--- config.mk ---
export PLATFORM = sky130hd
export DESIGN_NAME = motor_enc_decoder_flat
export DESIGN_NICKNAME = d
export VERILOG_FILES = /design/src/rtl/motor_enc_decoder_if.sv /design/src/rtl/motor_enc_decoder.sv /design/src/flat_wrapper.sv
export SDC_FILE = /design/constraint.sdc
export NUM_CORES = 1
export LEC_CHECK = 0
export BUFFER_PORTS_ARGS = -buffer_cell sky130_fd_sc_hd__buf_4
export CORE_ASPECT_RATIO = 2
export CORE_MARGIN = 5
export CORE_UTILIZATION = 59
export DETAILED_ROUTE_END_ITERATION = 8
export PLACE_DENSITY = 0.77
export SYNTH_ARGS = -nofsm -noshare
export SYNTH_HDL_FRONTEND = slang
export SYNTH_SLANG_ARGS = --single-unit
--- constraint.sdc ---
create_clock -name sclk -period 4.2 [get_ports sclk]
set_input_delay 0.63 -clock sclk [delete_from_list [all_inputs] [get_ports sclk]]
set_output_delay 0.63 -clock sclk [all_outputs]
set_load 0.02 [all_outputs]
--- src/rtl/motor_enc_decoder_if.sv ---
// ---------------------------------------------------------------------------
// motor_enc_decoder_if
// Bundles the encoder lines, the control requests and the measurement results
// of the quadrature encoder front end into one connection.
//
// Parameters:
//   POS_W  width of the signed position result
//   SPD_W  width of the signed speed result
//
// Signals:
//   enc_a, enc_b  raw encoder channels (asynchronous to the system clock)
//   clr_pos       one-cycle request to zero the position count
//   err_clr       one-cycle request to clear the sticky error flag
//   position      signed accumulated x4 step count
//   speed         signed step count over the last completed window
//   speed_vld     one-cycle pulse when speed updates
//   direct        direction of the last valid step (1 = forward)
//   err           sticky illegal-transition flag
//   stall         motor considered stopped
//
// Modports:
//   master  the controller / motor side that drives encoder lines and requests
//   slave   the decoder itself
// ---------------------------------------------------------------------------
`timescale 1ns/1ps
interface motor_enc_decoder_if #(
  parameter int POS_W = 16,
  parameter int SPD_W = 16
);
  logic             enc_a;
  logic             enc_b;
  logic             clr_pos;
  logic             err_clr;
  logic [POS_W-1:0] position;
  logic [SPD_W-1:0] speed;
  logic             speed_vld;
  logic             direct;
  logic             err;
  logic             stall;

  modport master (
    output enc_a, enc_b, clr_pos, err_clr,
    input  position, speed, speed_vld, direct, err, stall
  );

  modport slave (
    input  enc_a, enc_b, clr_pos, err_clr,
    output position, speed, speed_vld, direct, err, stall
  );
endinterface

--- src/rtl/motor_enc_decoder.sv ---
// ---------------------------------------------------------------------------
// motor_enc_decoder
// Quadrature encoder front end for the DC motor channel. Synchronizes the
// encoder A/B lines, decodes x4 quadrature steps into a wrapping signed
// position, tracks direction, measures steps per gate window (saturating),
// flags illegal double transitions (sticky) and detects stalls from a run of
// zero-speed windows.
//
// Ports:
//   sclk   system clock, all logic on its rising edge
//   s_rst  synchronous active-high reset
//   bus    motor_enc_decoder_if.slave: enc_a/enc_b/clr_pos/err_clr in,
//          position/speed/speed_vld/direct/err/stall out
//
// Optional feature macro: MOTOR_ENC_FILTER_EN
//   When defined, each synchronized channel passes through a glitch filter
//   that only follows a new level after it has been stable for FILT_LEN
//   consecutive cycles. When undefined, no filter logic exists.
// ---------------------------------------------------------------------------
`timescale 1ns/1ps
module motor_enc_decoder #(
  parameter int POS_W       = 16,
  parameter int SPD_W       = 16,
  parameter int GATE_CYC    = 500000,
  parameter int STALL_GATES = 10,
  parameter int FILT_LEN    = 4
) (
  input  logic              sclk,
  input  logic              s_rst,
  motor_enc_decoder_if.slave bus
);

  localparam int GATE_W = $clog2(GATE_CYC);
  localparam int ZERO_W = $clog2(STALL_GATES + 1);
  localparam logic [GATE_W-1:0] GATE_LAST = GATE_W'(GATE_CYC - 1);
  localparam logic [ZERO_W-1:0] ZERO_MAX  = ZERO_W'(STALL_GATES);

  // Out-of-range parameters elaborate an empty marker block.
  if (GATE_CYC < 2 || STALL_GATES < 1 || FILT_LEN < 1) begin : g_paramOutOfRange
  end

  logic [1:0]       r_syncA;
  logic [1:0]       r_syncB;
  logic [1:0]       w_cond;
  logic [1:0]       r_prevPair;
  logic             w_stepFwd;
  logic             w_stepRev;
  logic             w_illegal;
  logic [POS_W-1:0] w_posDelta;
  logic [SPD_W:0]   w_accWide;
  logic [SPD_W-1:0] w_accSat;
  logic [POS_W-1:0] r_position;
  logic             r_direct;
  logic             r_err;
  logic [GATE_W-1:0] r_gateCnt;
  logic [SPD_W-1:0] r_acc;
  logic [SPD_W-1:0] r_speed;
  logic             r_speedVld;
  logic [ZERO_W-1:0] r_zeroCnt;

  // Two-flop synchronizers bring the asynchronous encoder lines into sclk.
  always_ff @(posedge sclk) begin
    if (s_rst) begin
      r_syncA <= 2'b00;
      r_syncB <= 2'b00;
    end else begin
      r_syncA <= {r_syncA[0], bus.enc_a};
      r_syncB <= {r_syncB[0], bus.enc_b};
    end
  end

`ifdef MOTOR_ENC_FILTER_EN
  localparam int FCNT_W = $clog2(FILT_LEN + 1);

  logic [1:0]        w_syncPair;
  logic [1:0]        r_filt;
  logic [FCNT_W-1:0] r_filtCnt [2];

  assign w_syncPair = {r_syncA[1], r_syncB[1]};

  // Each channel counts consecutive cycles on which the synchronized level
  // disagrees with the filtered level; the filtered level follows only on the
  // FILT_LEN-th such cycle, so any shorter excursion is discarded.
  always_ff @(posedge sclk) begin
    if (s_rst) begin
      r_filt <= 2'b00;
      for (int ch = 0; ch < 2; ch++) r_filtCnt[ch] <= '0;
    end else begin
      for (int ch = 0; ch < 2; ch++) begin
        if (w_syncPair[ch] != r_filt[ch]) begin
          if (r_filtCnt[ch] == FCNT_W'(FILT_LEN - 1)) begin
            r_filt[ch]    <= w_syncPair[ch];
            r_filtCnt[ch] <= '0;
          end else begin
            r_filtCnt[ch] <= r_filtCnt[ch] + FCNT_W'(1);
          end
        end else begin
          r_filtCnt[ch] <= '0;
        end
      end
    end
  end

  assign w_cond = r_filt;
`else
  assign w_cond = {r_syncA[1], r_syncB[1]};
`endif

  // Gray-code decode of previous vs current {A,B}: A leading B is forward,
  // B leading A is reverse, and both bits changing at once is illegal.
  always_comb begin
    w_stepFwd = 1'b0;
    w_stepRev = 1'b0;
    w_illegal = 1'b0;
    case ({r_prevPair, w_cond})
      4'b00_10, 4'b10_11, 4'b11_01, 4'b01_00: w_stepFwd = 1'b1;
      4'b10_00, 4'b11_10, 4'b01_11, 4'b00_01: w_stepRev = 1'b1;
      4'b00_11, 4'b11_00, 4'b01_10, 4'b10_01: w_illegal = 1'b1;
      default: ;
    endcase
  end

  // The step as a two's complement delta for position, and the window
  // accumulator computed one bit wider so overflow shows up as a sign
  // disagreement between the top two bits and can be clamped.
  always_comb begin
    w_posDelta = '0;
    w_accWide  = {r_acc[SPD_W-1], r_acc};
    if (w_stepFwd) begin
      w_posDelta = POS_W'(1);
      w_accWide  = {r_acc[SPD_W-1], r_acc} + (SPD_W+1)'(1);
    end else if (w_stepRev) begin
      w_posDelta = '1;
      w_accWide  = {r_acc[SPD_W-1], r_acc} + {(SPD_W+1){1'b1}};
    end
    if (w_accWide[SPD_W] != w_accWide[SPD_W-1]) begin
      w_accSat = w_accWide[SPD_W] ? {1'b1, {(SPD_W-1){1'b0}}}
                                  : {1'b0, {(SPD_W-1){1'b1}}};
    end else begin
      w_accSat = w_accWide[SPD_W-1:0];
    end
  end

  // Position, direction and sticky error. A position clear drops the step
  // of the same cycle; an illegal step beats an error clear.
  always_ff @(posedge sclk) begin
    if (s_rst) begin
      r_prevPair <= 2'b00;
      r_position <= '0;
      r_direct   <= 1'b1;
      r_err      <= 1'b0;
    end else begin
      r_prevPair <= w_cond;
      if (bus.clr_pos) r_position <= '0;
      else             r_position <= r_position + w_posDelta;
      if (w_stepFwd || w_stepRev) r_direct <= w_stepFwd;
      if (w_illegal)        r_err <= 1'b1;
      else if (bus.err_clr) r_err <= 1'b0;
    end
  end

  // Speed gate: on the last cycle of each window the accumulator, including
  // this cycle's step, is published and restarted. The zero-window run length
  // is updated from the value being published on that same edge.
  always_ff @(posedge sclk) begin
    if (s_rst) begin
      r_gateCnt  <= '0;
      r_acc      <= '0;
      r_speed    <= '0;
      r_speedVld <= 1'b0;
      r_zeroCnt  <= '0;
    end else if (r_gateCnt == GATE_LAST) begin
      r_gateCnt  <= '0;
      r_acc      <= '0;
      r_speed    <= w_accSat;
      r_speedVld <= 1'b1;
      if (w_accSat == '0) begin
        if (r_zeroCnt != ZERO_MAX) r_zeroCnt <= r_zeroCnt + ZERO_W'(1);
      end else begin
        r_zeroCnt <= '0;
      end
    end else begin
      r_gateCnt  <= r_gateCnt + GATE_W'(1);
      r_acc      <= w_accSat;
      r_speedVld <= 1'b0;
    end
  end

  assign bus.position  = r_position;
  assign bus.speed     = r_speed;
  assign bus.speed_vld = r_speedVld;
  assign bus.direct    = r_direct;
  assign bus.err       = r_err;
  assign bus.stall     = (r_zeroCnt == ZERO_MAX);

endmodule
--- src/flat_wrapper.sv ---
// flat-port wrapper written by rule: the top's interface ports become plain ports
module motor_enc_decoder_flat 
#(
  parameter int POS_W       = 16,
  parameter int SPD_W       = 16,
  parameter int GATE_CYC    = 500000,
  parameter int STALL_GATES = 10,
  parameter int FILT_LEN    = 4
)
  (sclk, s_rst, bus_enc_a, bus_enc_b, bus_clr_pos, bus_err_clr, bus_position, bus_speed, bus_speed_vld, bus_direct, bus_err, bus_stall);
  motor_enc_decoder_if #(.POS_W(POS_W), .SPD_W(SPD_W)) bus_i ();
  input  logic sclk;
  input  logic s_rst;
  input wire logic [$bits(bus_i.enc_a)-1:0] bus_enc_a;
  input wire logic [$bits(bus_i.enc_b)-1:0] bus_enc_b;
  input wire logic [$bits(bus_i.clr_pos)-1:0] bus_clr_pos;
  input wire logic [$bits(bus_i.err_clr)-1:0] bus_err_clr;
  output wire logic [$bits(bus_i.position)-1:0] bus_position;
  output wire logic [$bits(bus_i.speed)-1:0] bus_speed;
  output wire logic [$bits(bus_i.speed_vld)-1:0] bus_speed_vld;
  output wire logic [$bits(bus_i.direct)-1:0] bus_direct;
  output wire logic [$bits(bus_i.err)-1:0] bus_err;
  output wire logic [$bits(bus_i.stall)-1:0] bus_stall;
  assign bus_i.enc_a = bus_enc_a;
  assign bus_i.enc_b = bus_enc_b;
  assign bus_i.clr_pos = bus_clr_pos;
  assign bus_i.err_clr = bus_err_clr;
  assign bus_position = bus_i.position;
  assign bus_speed = bus_i.speed;
  assign bus_speed_vld = bus_i.speed_vld;
  assign bus_direct = bus_i.direct;
  assign bus_err = bus_i.err;
  assign bus_stall = bus_i.stall;
  motor_enc_decoder #(.POS_W(POS_W), .SPD_W(SPD_W), .GATE_CYC(GATE_CYC), .STALL_GATES(STALL_GATES), .FILT_LEN(FILT_LEN)) u_core (.sclk(sclk), .s_rst(s_rst), .bus(bus_i));
endmodule
==> Yosys cells after proc, flatten, opt, wreduce, memory -nomap -nowiden <==
Cells that the tools add are included.
{ "word_totals": {"ff_bits": 80, "latchBits": 0, "ram_bits": 0, "rom_bits": 0, "in_bits": 6, "elab_cells": 56, "n_memories": 0} }
{ "classes": {"addsub": 5, "multipliers": 0, "div_mod_pow": 0, "n_lt_le_gt_ge": 0, "n_eq_ne": 17, "shifts": 0, "muxes": 14, "n_bitwise": 0, "n_reduce_logical": 9} }
{ "op_table": {"columns": ["cell", "count"], "rows": [
  ["two-way mux 16 bit", 4],
  ["two-way mux 17 bit", 2],
  ["== test 4 bit (second input constant)", 7],
  ["adder 19 x 1 -> 19 bit (second input constant)", 1],
  ["== test 19 bit (second input constant)", 1],
  ["adder 16 x 1 -> 17 bit (second input constant)", 1],
  ["adder 16 x 2 -> 17 bit (second input constant)", 1],
  ["adder 16 bit", 1],
  ["zero test 16 bit", 1],
  ["== test 4 x 3 -> 1 bit (second input constant)", 3],
  ["OR reduction 4 bit", 3],
  ["== test 4 x 2 -> 1 bit (second input constant)", 2],
  ["two-way mux 4 bit", 2],
  ["two-way mux 1 bit", 6],
  ["adder 4 x 1 -> 4 bit (second input constant)", 1],
  ["== test 4 x 1 -> 1 bit (second input constant)", 1],
  ["!= test 4 bit (second input constant)", 1],
  ["OR reduction 2 bit", 2],
  ["!= test 2 bit (second input constant)", 1],
  ["AND reduction 2 bit", 1],
  ["nonzero test 2 bit", 1],
  ["logical OR 1 bit", 1],
  ["!= test 1 bit", 1]
]} }

==> Logic depth before layout (Yosys ltp) <==
Gate-level depths: netlist of run 1.
{ "depth": {"word_depth": 10, "mapped_depth": 13} }

==> Worst setup path before layout of run 1 <==
No wires, ideal clock.
{ "synth_path": {"path_type": "register to register", "startpoint": "register u_core.r_syncB[1]", "endpoint": "register u_core.r_position[15], in the netlist u_core.bus.position[15]", "setup_ps": 128, "arrival_ps": 2994, "t_required_ps": 4072, "setup_slack_ps": 1078, "stages_incl_launch_ff": 13, "path_cell_list": "dfxtp_1 -> xor2_1 -> nand2_1 -> inv_1 -> ha_1 -> a21o_1 -> a211oi_1 -> o21ai_0 -> a21oi_1 -> a21oi_1 -> o41ai_1 -> xnor2_1 -> nor2_1"} }
{ "synth_via": {"elab_chain_len": 6, "word_cells_on_any_way": 15, "cone_classes": "add/sub (1); eq/ne (8); mux (4); reduce/logical (2)"} }
{ "synth_rtl": {"columns": ["item", "line", "source"], "rows": [
  ["start, declared", "motor_enc_decoder.sv:43", "logic [1:0] r_syncB;"],
  ["start signal, assigned", "motor_enc_decoder.sv:68", "r_syncB <= {r_syncB[0], bus.enc_b};"],
  ["== test 4 bit, or another cell as far along", "motor_enc_decoder.sv:115", "case ({r_prevPair, w_cond})"],
  ["OR reduction 4 bit", "motor_enc_decoder.sv:115", null],
  ["two-way mux 1 bit", "motor_enc_decoder.sv:115", null],
  ["two-way mux 16 bit", "motor_enc_decoder.sv:132", "end else if (w_stepRev) begin"],
  ["two-way mux 16 bit *", "motor_enc_decoder.sv:129", "if (w_stepFwd) begin"],
  ["adder 16 bit *", "motor_enc_decoder.sv:155", "else r_position <= r_position + w_posDelta;"],
  ["end signal, assigned", "motor_enc_decoder.sv:155", null],
  ["end, declared", "motor_enc_decoder.sv:52", "logic [POS_W-1:0] r_position;"]
]} }
Every way passes the cells marked *; elsewhere a longest branch is shown, timed or not.
A chain may end at the register's enable or synchronous reset.

==> Final worst setup path of run 1 <==
{ "layout_path": {"startpoint": "register u_core.r_syncA[1]", "endpoint": "register u_core.r_position[15], in the netlist u_core.bus.position[15]"} }
{ "layout_via": {"elab_chain_len": 6, "word_cells_on_any_way": 15, "cone_classes": "add/sub (1); eq/ne (8); mux (4); reduce/logical (2)"} }
{ "layout_rtl": {"columns": ["item", "line", "source"], "rows": [
  ["start, declared", "motor_enc_decoder.sv:42", "logic [1:0] r_syncA;"],
  ["start signal, assigned", "motor_enc_decoder.sv:67", "r_syncA <= {r_syncA[0], bus.enc_a};"],
  ["== test 4 bit, or another cell as far along", "motor_enc_decoder.sv:115", null],
  ["OR reduction 4 bit", "motor_enc_decoder.sv:115", null],
  ["two-way mux 1 bit", "motor_enc_decoder.sv:115", null],
  ["two-way mux 16 bit", "motor_enc_decoder.sv:132", null],
  ["two-way mux 16 bit *", "motor_enc_decoder.sv:129", null],
  ["adder 16 bit *", "motor_enc_decoder.sv:155", null]
]} }
Marked as above.

==> results of run 1 <==
routing by layer:
| metal | share of wire [%] | wire length, um | up-vias | GRT usage, % |
|---|---|---|---|---|
| met1 | 46 | 3950 | 1606 | 28.2 |
| li1 | - | - | 1768 | - |
| met2 | 48 | 4170 | 60 | 33.3 |
| met4 | 3.0 | 263 | 0 | 11.1 |
| met5 | 0 | 0 | - | 0 |
| met3 | 3.4 | 291 | 21 | 4.39 |
kinds of logic after synthesis:
group / Yosys count / share of synthesized area (%)
AND/OR/NAND/NOR: 196 / 24.6
flip-flops: 80 / 39.1
adder cells (fa/ha/maj): 22 / 6.84
AO/OA/AOI/OAI: 93 / 15.1
XOR/XNOR: 44 / 9.59
buffers and inverters: 38 / 3.54
multiplexers: 5 / 1.22
worst max-delay path, stage by stage (launching register included):
cell,delay [ps]
dfxtp_1,350
xnor2_1,470
nand2_1,250
inv_1,350
ha_1,390
and4_1,220
a211oi_1,190
o21ai_0,180
a21oi_1,250
a21oi_1,130
o41ai_1,340
xnor2_1,160
nor2_1,50
final cells by class:
type / instances / area share (%)
well taps: 90 / 2.37
inverters: 19 / 1.50
flip-flops and latches: 80 / 33.7
repair buffers: 45 / 7.10
multi-input cells: 360 / 49.4
clock inverters: 5 / 0.658
clock buffers: 11 / 5.31
per-stage QoR:
step                utilization, %  cells
global placement              65.5    594
finish                        69.6    610
floorplan                        -    478
CTS                           69.6    610
detailed placement            65.5    594
global route                  69.6    610
cell usage in the layout, fill, tap and decap left out, types with 4 or more instances in the layout:
cell type	instances
a21o_1	5
a31oi_1	4
nor3_1	8
and4_1	4
ha_1	20
a21oi_1	27
nand2_1	19
buf_4	45
o22ai_1	4
nor2_1	79
xnor2_1	24
nor2b_1	15
o21ai_0	12
clkbuf_16	9
nor4_1	4
nand3_1	16
nand4_1	12
or3_1	10
mux2i_1	5
xor2_1	19
inv_1	19
and3_1	8
a211oi_1	18
or2_2	4
dfxtp_1	80
worst max path at each step:
stage	start	to	slack [ps]	cells past startpoint
after detailed placement	u_core.r_syncA[1]	u_core.bus.position[15]	820	12
after global placement	u_core.r_syncB[1]	u_core.bus.position[15]	890	12
after global routing	u_core.r_syncA[1]	u_core.bus.position[15]	420	12
final	u_core.r_syncA[1]	u_core.bus.position[15]	750	12
after CTS	u_core.r_syncB[1]	u_core.bus.position[15]	800	12
after floorplan	u_core.r_syncB[1]	u_core.bus.position[15]	1080	12
sequential cells by signal, summed over array words and instances (netlist names):
name	count
u_core.bus.speed	16
u_core.r_prevPair	2
u_core.r_gateCnt	19
u_core.r_zeroCnt	4
u_core.bus.direct	1
u_core.bus.err	1
u_core.r_syncB	2
u_core.bus.speed_vld	1
u_core.r_acc	16
u_core.bus.position	16
u_core.r_syncA	2
power groups by stage:
stage / clock network, mW / logic (mW) / registers, mW
floorplan: 0 / 0.491 / 0.892
detailed placement: 0 / 0.616 / 0.918
CTS: 0.744 / 0.623 / 0.902
global placement: 0 / 0.609 / 0.917
finish: 0.728 / 0.624 / 0.905
global route: 0.780 / 0.700 / 0.916
==> flow_summary.toml, run 1 <==
[critical_path]
crit_path_start_kind = "register"
regToRegSetupSlack_ps = 750
r2r_cells = 12
critPathRequiredTime_ps = 4430
r2r_end = "u_core.bus.position[15]"
critical_path_arrival_ps = 3680
cp_max_fo = 10
crit_path_end_kind = "register"
r2r_start = "u_core.r_syncA[1]"
path_class = "register to register"

[clocking]
clk_pin_slew_worst_paths_ps = 60
cts_buffers = 9
clock_latency_ps = 340
post_cts.repair.setup_buffers = 0
cts_resized = 0
cts-root-buf = "clkbuf_16"
cts_tree = "done"
clk_path_buf_depth = 2
hold_buffers = 0
cts_num_sinks = 80
htree_levels = 3

[route]
routed_wl_um = 8670
drtIter0Drc = 201
wl_per_cell_um = 14.2
drtAntennaViolNets = 0
drt_pass1_iterations = 4
viasPerCell = 5.66
num_vias = 3455
drc = 0

[power]
p_sw_mw = 0.762
combPwrFrac_pct = 27.6
p_leak_nw = 1.95
total_power_mw = 2.26
power_frac_clock_pct = 32.2
powerDensity_nw_per_um2 = 474
seq_power_share_pct = 40.1
irDropWorstVdd_mv = 0.384
sw_frac_of_total_pct = 33.8
intPower_mw = 1.49

[final_layout]
n_fill_cell = 589
synthToLayoutAreaGrowth_pct = 16.1
layout.nets = 542
multi_input_area_um2 = 2350
diodes = 0
stdcell_area_um2 = 4760
final_layout_size_suffix_gt1_share_pct = 13.8
register_area_um2 = 1600

[yosys]
synthesis.area_um2 = 4100
synth_top_area_share_pct = 39.1
ys_types = 58
yosysTopAreaCell = "dfxtp_1"
ys.warnings.count = 0
synth-main-ff-cell = "dfxtp_1"
postSynthCellCount = 478
netlist_top_cells_area = "dfxtp_1, nor2_1, ha_1, xnor2_1, xor2_1"
synthArstFlopShare_pct = 0
yosys-top-cells-count = "dfxtp_1, nor2_1, a21oi_1"
synth.avg_cell_area_um2 = 8.57
seq_area_frac_synth_pct = 39.1
synth_most_common_cell = "dfxtp_1"
synth_nets = 505
ys_ff_latch = 80
synth-edff-count = 0

[floorplanning]
rows = 43
dieArea_um2 = 8810
initial_utilization_pct = 60.0
die_w_um = 68.9
core_area_um2 = 6830
io_pins = 42
chipHeight_um = 128

[placement]
dpl_cell_area_um2 = 4470
io_buffers = 41
dp_hpwl_um = 6230
dp_slack_ps = 823
routabilityCongestion = 0.919

[grt]
grt_max_degree = 36
grt_pass1_wl_um = 14700
grt_pass1_vias = 3249
track_usage_pct = 21.7
antenna_found_initial = 0
overflow = 0

[worst_hold_path]
min_path_type = "register to register"
hold_start = "u_core.r_syncA[0]"
whs_path_depth = 1
hold-path-endpoint = "u_core.r_syncA[1]"

[sta]
whs_ps = 437
finalHoldViolations = 0
period_minus_slack_ps = 3450
fin_ws_ps = 746
slew_viol_final = 0
fin_crit_sh_pct = 82.2
finalSetupViolCount = 0
fin_setup_tns_ps = 0
fmaxAchievable_mhz = 289
worst_pin_slew_ps = 609
slew-limit-headroom_pct = 59.4
clock_skew_ps = 3.75
rsz0062_at_grt = "false"

[outcome]
status = "completed"

[job]
max_cap_viol_count = 0
(Power assumes the default switching activity.)
==> inputs of run 2 (changes only) <==
==> constraint.sdc (replaced) <==
create_clock -name sclk -period 3.3 [get_ports sclk]
set_input_delay 0.495 -clock sclk [delete_from_list [all_inputs] [get_ports sclk]]
set_output_delay 0.495 -clock sclk [all_outputs]
set_load 0.02 [all_outputs]
==> run 2 against run 1 <==
- clock skew hardly changed
- global-route usage up 0.91 points
- sequential share of layout area down 0.84 points
- design area increased by 2.6%
- worst hold slack lost 66 ps
- sequential cell count is the same
- clock power rose by 50%
- critical endpoint is now u_core.bus.position[14]
==> flow_summary.toml, run 2 (synthesis results as in run 1) <==
[outcome]
status = "completed"

[power]
seq_power_share_pct = 37.7
p_sw_mw = 0.967
combPwrFrac_pct = 26.8
p_leak_nw = 2.01
power_frac_clock_pct = 35.5
sw_frac_of_total_pct = 31.6
irDropWorstVdd_mv = 0.407
intPower_mw = 2.09
powerDensity_nw_per_um2 = 627

[floorplanning]
io_pins = 42
die_w_um = 68.9
chipHeight_um = 128
initial_utilization_pct = 60.0
dieArea_um2 = 8810
rows = 43
core_area_um2 = 6830

[critical_path]
cpMostUsedCell = "a21oi_1"
regToRegSetupSlack_ps = 240
startpoint = "u_core.r_syncA[1]"
crit_cells = 13
cp_max_fo = 4
r2r_start = "u_core.r_syncA[1]"
cp_cell_sequence = "xor2_1 > xor2_2 > ha_1 > inv_1 > fa_1 > nor2b_1 > o31a_1 > o211ai_1 > nand2_1 > a21oi_1 > a21oi_1 > a31oi_1 > mux2i_1"
crit_family = "compound AO/OA/AOI/OAI gates"
crit_path_start_kind = "register"
crit_path_end_kind = "register"
critical_path_arrival_ps = 3290
slowest_stage = "dfxtp_1"
critPathRequiredTime_ps = 3520
crit_buf_inv = 1
crit_path_max_incr_delay_ps = 450
r2r_cells = 13
path_class = "register to register"

[grt]
grt_max_degree = 33
antenna_found_initial = 0
track_usage_pct = 22.6
grt_pass1_wl_um = 15300
overflow = 0
grt_pass1_vias = 3336

[job]
max_cap_viol_count = 0

[clocking]
post_cts.repair.setup_buffers = 0
cts_buffers = 9
clk_pin_slew_worst_paths_ps = 60
cts_tree = "done"
hold_buffers = 0
cts_resized = 0
cts-root-buf = "clkbuf_16"
htree_levels = 3
clk_path_buf_depth = 2
cts_num_sinks = 80
clock_latency_ps = 340

[final_layout]
diodes = 0
synthToLayoutAreaGrowth_pct = 19.1
regMostFlops = "u_core.r_gateCnt"
finalNonFillerCells = 616
final_cell_mix = "dfxtp_1, nor2_1, buf_4, a21oi_1, xnor2_1"
final_layout_size_suffix_gt1_share_pct = 15.4
n_fill_cell = 565
stdcell_area_um2 = 4880
fin_util_pct = 71.4
layout.nets = 548
layout_commonest_cell = "dfxtp_1"
largest_reg_flops = 19

[sta]
finalSetupViolCount = 0
fmaxAchievable_mhz = 326
period_minus_slack_ps = 3060
rsz0062_at_grt = "false"
fin_crit_sh_pct = 92.8
finalHoldViolations = 0
slew-limit-headroom_pct = 58.2
whs_ps = 371
slew_viol_final = 0
clock_skew_ps = 4.05
fin_setup_tns_ps = 0
worst_pin_slew_ps = 622

[placement]
placed_cells = 600
dpl_cell_area_um2 = 4520
routabilityCongestion = 0.936
io_buffers = 41
dp_hpwl_um = 6160

[route]
viasPerCell = 5.71
drtAntennaViolNets = 0
drc = 0
drtIter0Drc = 282
routed_wl_um = 8860
num_vias = 3516
drt_pass1_iterations = 7
wl_per_cell_um = 14.4

[worst_hold_path]
hold_start = "bus_enc_b"
whs_path_depth = 2
min_path_type = "primary input to register"
-- run 2: final timing paths --
path	end
worst min-delay path	u_core.r_syncB[0]
worst max-delay path	u_core.bus.position[14]
worst max register to register	u_core.bus.position[14]
worst min register to register	u_core.r_syncB[1]
-- run 2: worst register-to-register path: cells and delay by family, from the launching register on --
kind            cells  cell delay, ps
xor+xnor            2             600
flops               1             450
fa+ha+maj           2             630
mux                 1             130
buf+inv             1              60
simple gates        2             330
compound gates      5             760
-- run 2: cell type report --
class | count | area (um^2) | share of cell area, %
multi-input combinational | 360 | 2380 | 48.7
inverter | 19 | 71.3 | 1.46
tap | 90 | 113 | 2.31
clock inverter | 2 | 60.1 | 1.23
clock buffer | 14 | 274 | 5.62
sequential | 80 | 1600 | 32.8
timing repair buffer | 51 | 383 | 7.85
-- run 2: power groups by stage --
stage | sequential [mW] | combinational [mW] | clock (mW)
after global placement | 1.17 | 0.790 | 0
after global routing | 1.17 | 0.922 | 1.16
final | 1.15 | 0.821 | 1.09
after floorplan | 1.13 | 0.625 | 0
after CTS | 1.15 | 0.811 | 1.11
after detailed placement | 1.17 | 0.799 | 0
-- run 2: per-layer routing --
| layer | share of wire, % | up-vias | wire length (um) | GRT usage, % |
|---|---|---|---|---|
| li1 | - | 1784 | - | - |
| met5 | 0 | - | 0 | 0 |
| met2 | 48 | 109 | 4250 | 34.3 |
| met3 | 5.7 | 20 | 501 | 5.18 |
| met1 | 43 | 1603 | 3820 | 30.1 |
| met4 | 3.2 | 0 | 281 | 10.1 |
-- run 2: stage by stage --
stage	worst slack, ps	power, mW
floorplan	178	1.76
global placement	172	1.96
detailed placement	43.2	1.97
CTS	0.175	3.07
global route	21.9	3.25
finish	236	3.06
==> inputs of run 3 (changes only) <==
--- a/config.mk
+++ b/config.mk
@@ -5,12 +5,12 @@
 export SDC_FILE = /design/constraint.sdc
 export NUM_CORES = 1
 export LEC_CHECK = 0
-export BUFFER_PORTS_ARGS = -buffer_cell sky130_fd_sc_hd__buf_4
 export CORE_ASPECT_RATIO = 2
 export CORE_MARGIN = 5
-export CORE_UTILIZATION = 59
+export CORE_UTILIZATION = 60
 export DETAILED_ROUTE_END_ITERATION = 8
-export PLACE_DENSITY = 0.77
+export DONT_BUFFER_PORTS = 1
+export PLACE_DENSITY = 0.73
 export SYNTH_ARGS = -nofsm -noshare
 export SYNTH_HDL_FRONTEND = slang
 export SYNTH_SLANG_ARGS = --single-unit
==> run 3 against run 2 <==
- first-iteration DRC count fell by 48%
- final cell count is 6.5% lower
- power grew 1.0%
- clock skew increased by 1.9 ps
- sequential cell count is the same
- routed wire length up 16%
- non-clock buffer count decreased by 38
- global-route usage is 2.8 points higher
- largest cell class unchanged
- design area down 6.2%
==> flow_summary.toml, run 3 (synthesis results as in run 1) <==
[outcome]
status = "completed"

[critical_path]
path_class = "register to register"
crit_path_start_kind = "register"
r2r_cells = 12
crit_path_end_kind = "register"
crit_path_max_incr_delay_ps = 430
critical_path_arrival_ps = 3320
slowest_stage = "dfxtp_1"
critPathRequiredTime_ps = 3560
r2r_end = "u_core.bus.position[14]"
cp_cell_sequence = "xor2_1 > nand2_1 > inv_2 > ha_1 > nor2b_1 > o31a_1 > o211ai_1 > nand2_1 > a21oi_1 > a21oi_1 > a31oi_1 > mux2i_1"
regToRegSetupSlack_ps = 240
cp_max_fo = 9
r2r_start = "u_core.r_syncB[1]"

[clocking]
cts-root-buf = "clkbuf_16"
htree_levels = 3
clk_path_buf_depth = 2
clk_pin_slew_worst_paths_ps = 60
cts_num_sinks = 80
cts_buffers = 9
clock_latency_ps = 340
cts_tree = "done"
hold_buffers = 0

[grt]
overflow = 0
antenna_found_initial = 0
grt_pass1_wl_um = 16700
track_usage_pct = 25.5
grt_pass1_vias = 3569
grt_max_degree = 34

[sta]
fin_ws_ps = 244
slew_viol_final = 0
slew-limit-headroom_pct = 58.3
fmaxAchievable_mhz = 327
clock_skew_ps = 5.98
period_minus_slack_ps = 3060
rsz0062_at_grt = "false"
finalHoldViolations = 0
fin_setup_tns_ps = 0
fin_crit_sh_pct = 92.6
finalSetupViolCount = 0
worst_pin_slew_ps = 621

[job]
max_cap_viol_count = 0

[final_layout]
n_fill_cell = 569
synthToLayoutAreaGrowth_pct = 11.8
final_cell_mix = "dfxtp_1, nor2_1, a21oi_1, xnor2_1, ha_1"
layout_commonest_cell = "dfxtp_1"
diodes = 0
largest_reg_flops = 19
stdcell_area_um2 = 4580
regMostFlops = "u_core.r_gateCnt"
layout.nets = 510
final_layout_size_suffix_gt1_share_pct = 9.02

[power]
sw_frac_of_total_pct = 34.3
intPower_mw = 2.03
irDropWorstVdd_mv = 0.480
p_sw_mw = 1.06
powerDensity_nw_per_um2 = 675
seq_power_share_pct = 37.8
combPwrFrac_pct = 27.8
p_leak_nw = 1.80
power_frac_clock_pct = 34.4

[route]
drtIter0Drc = 148
drc = 0
wl_per_cell_um = 17.8
num_vias = 3497
drtAntennaViolNets = 0
viasPerCell = 6.07
routed_wl_um = 10200
drt_pass1_iterations = 4

[placement]
routabilityCongestion = 0.886
dpl_cell_area_um2 = 4230
dp_slack_ps = 167
io_buffers = 0
dp_hpwl_um = 7720

[floorplanning]
rows = 42
dieArea_um2 = 8680
io_pins = 42
core_area_um2 = 6620
chipHeight_um = 127
die_w_um = 68.4
initial_utilization_pct = 61.9

[worst_hold_path]
min_path_type = "primary input to register"
hold_start = "s_rst"
hold-path-endpoint = "u_core.bus.speed[5]"
whs_path_depth = 1
-- run 3: cell types whose count changed in the layout (fill, tap and decap cells not counted), sizes merged --
cell	previous run	this run
clkbuf	14	10
clkinvlp	0	1
buf	51	13
clkinv	0	2
inv	19	20
-- run 3: metrics by stage --
step	hold slack (ps)	utilization (%)	total power, mW	cells
final	222	69.1	3.09	576
after global routing	208	69.1	3.24	576
after CTS	215	68.7	3.10	576
after detailed placement	442	63.9	2.03	560
after global placement	424	63.9	2.01	560
after floorplan	414	-	1.76	478
-- run 3: what timing repair did --
item	in CTS	in global routing
endpoints found under the setup margin	0	3
gates resized for setup	0	5
buffers inserted	0	0
-- run 3: metal layers --
| layer | up-vias | track usage [%] | part of all wire, % |
|---|---|---|---|
| met5 | - | 0 | 0 |
| met4 | 0 | 16.6 | 6.0 |
| met3 | 41 | 5.66 | 4.1 |
| met2 | 90 | 46.8 | 56 |
| met1 | 1658 | 23.2 | 33 |
| li1 | 1708 | - | - |
-- run 3: worst max path at each step --
stage	startpoint	endpoint	depth (start not counted)
after global placement	u_core.r_syncB[1]	u_core.bus.position[15]	12
after detailed placement	u_core.r_syncB[1]	u_core.bus.position[15]	12
after floorplan	u_core.r_syncB[1]	u_core.bus.position[15]	12
after global routing	u_core.r_syncB[1]	u_core.bus.position[13]	12
after CTS	u_core.r_syncB[1]	u_core.bus.position[15]	12
final	u_core.r_syncB[1]	u_core.bus.position[14]	12
-- run 3: final cells by class --
class,count,area (um^2),share of cell area [%]
sequential,80,1600,35.0
tap,88,110,2.41
timing repair buffer,13,97.6,2.13
clock inverter,6,92.6,2.02
multi-input combinational,360,2380,51.9
clock buffer,10,229,5.00
inverter,19,71.3,1.56
-- run 3: power by group through the flow --
stage | sequential, mW | combinational (mW) | clock, mW
6_report | 1.17 | 0.861 | 1.06
5_1_grt | 1.17 | 0.937 | 1.13
4_1_cts | 1.16 | 0.858 | 1.08
3_5_place_dp | 1.18 | 0.843 | 0
3_3_place_gp | 1.18 | 0.833 | 0
2_1_floorplan | 1.13 | 0.625 | 0
-- run 3: worst max-delay path: cells and delay by family (launching register included) --
family | cells | cell delay, ps
adders and majority gates | 1 | 280
buffers and inverters | 1 | 190
and+or+nand+nor | 3 | 490
AOI/OAI and AO/OA | 5 | 1090
xor gates and xnor gates | 1 | 250
DFF | 1 | 430
muxes | 1 | 230
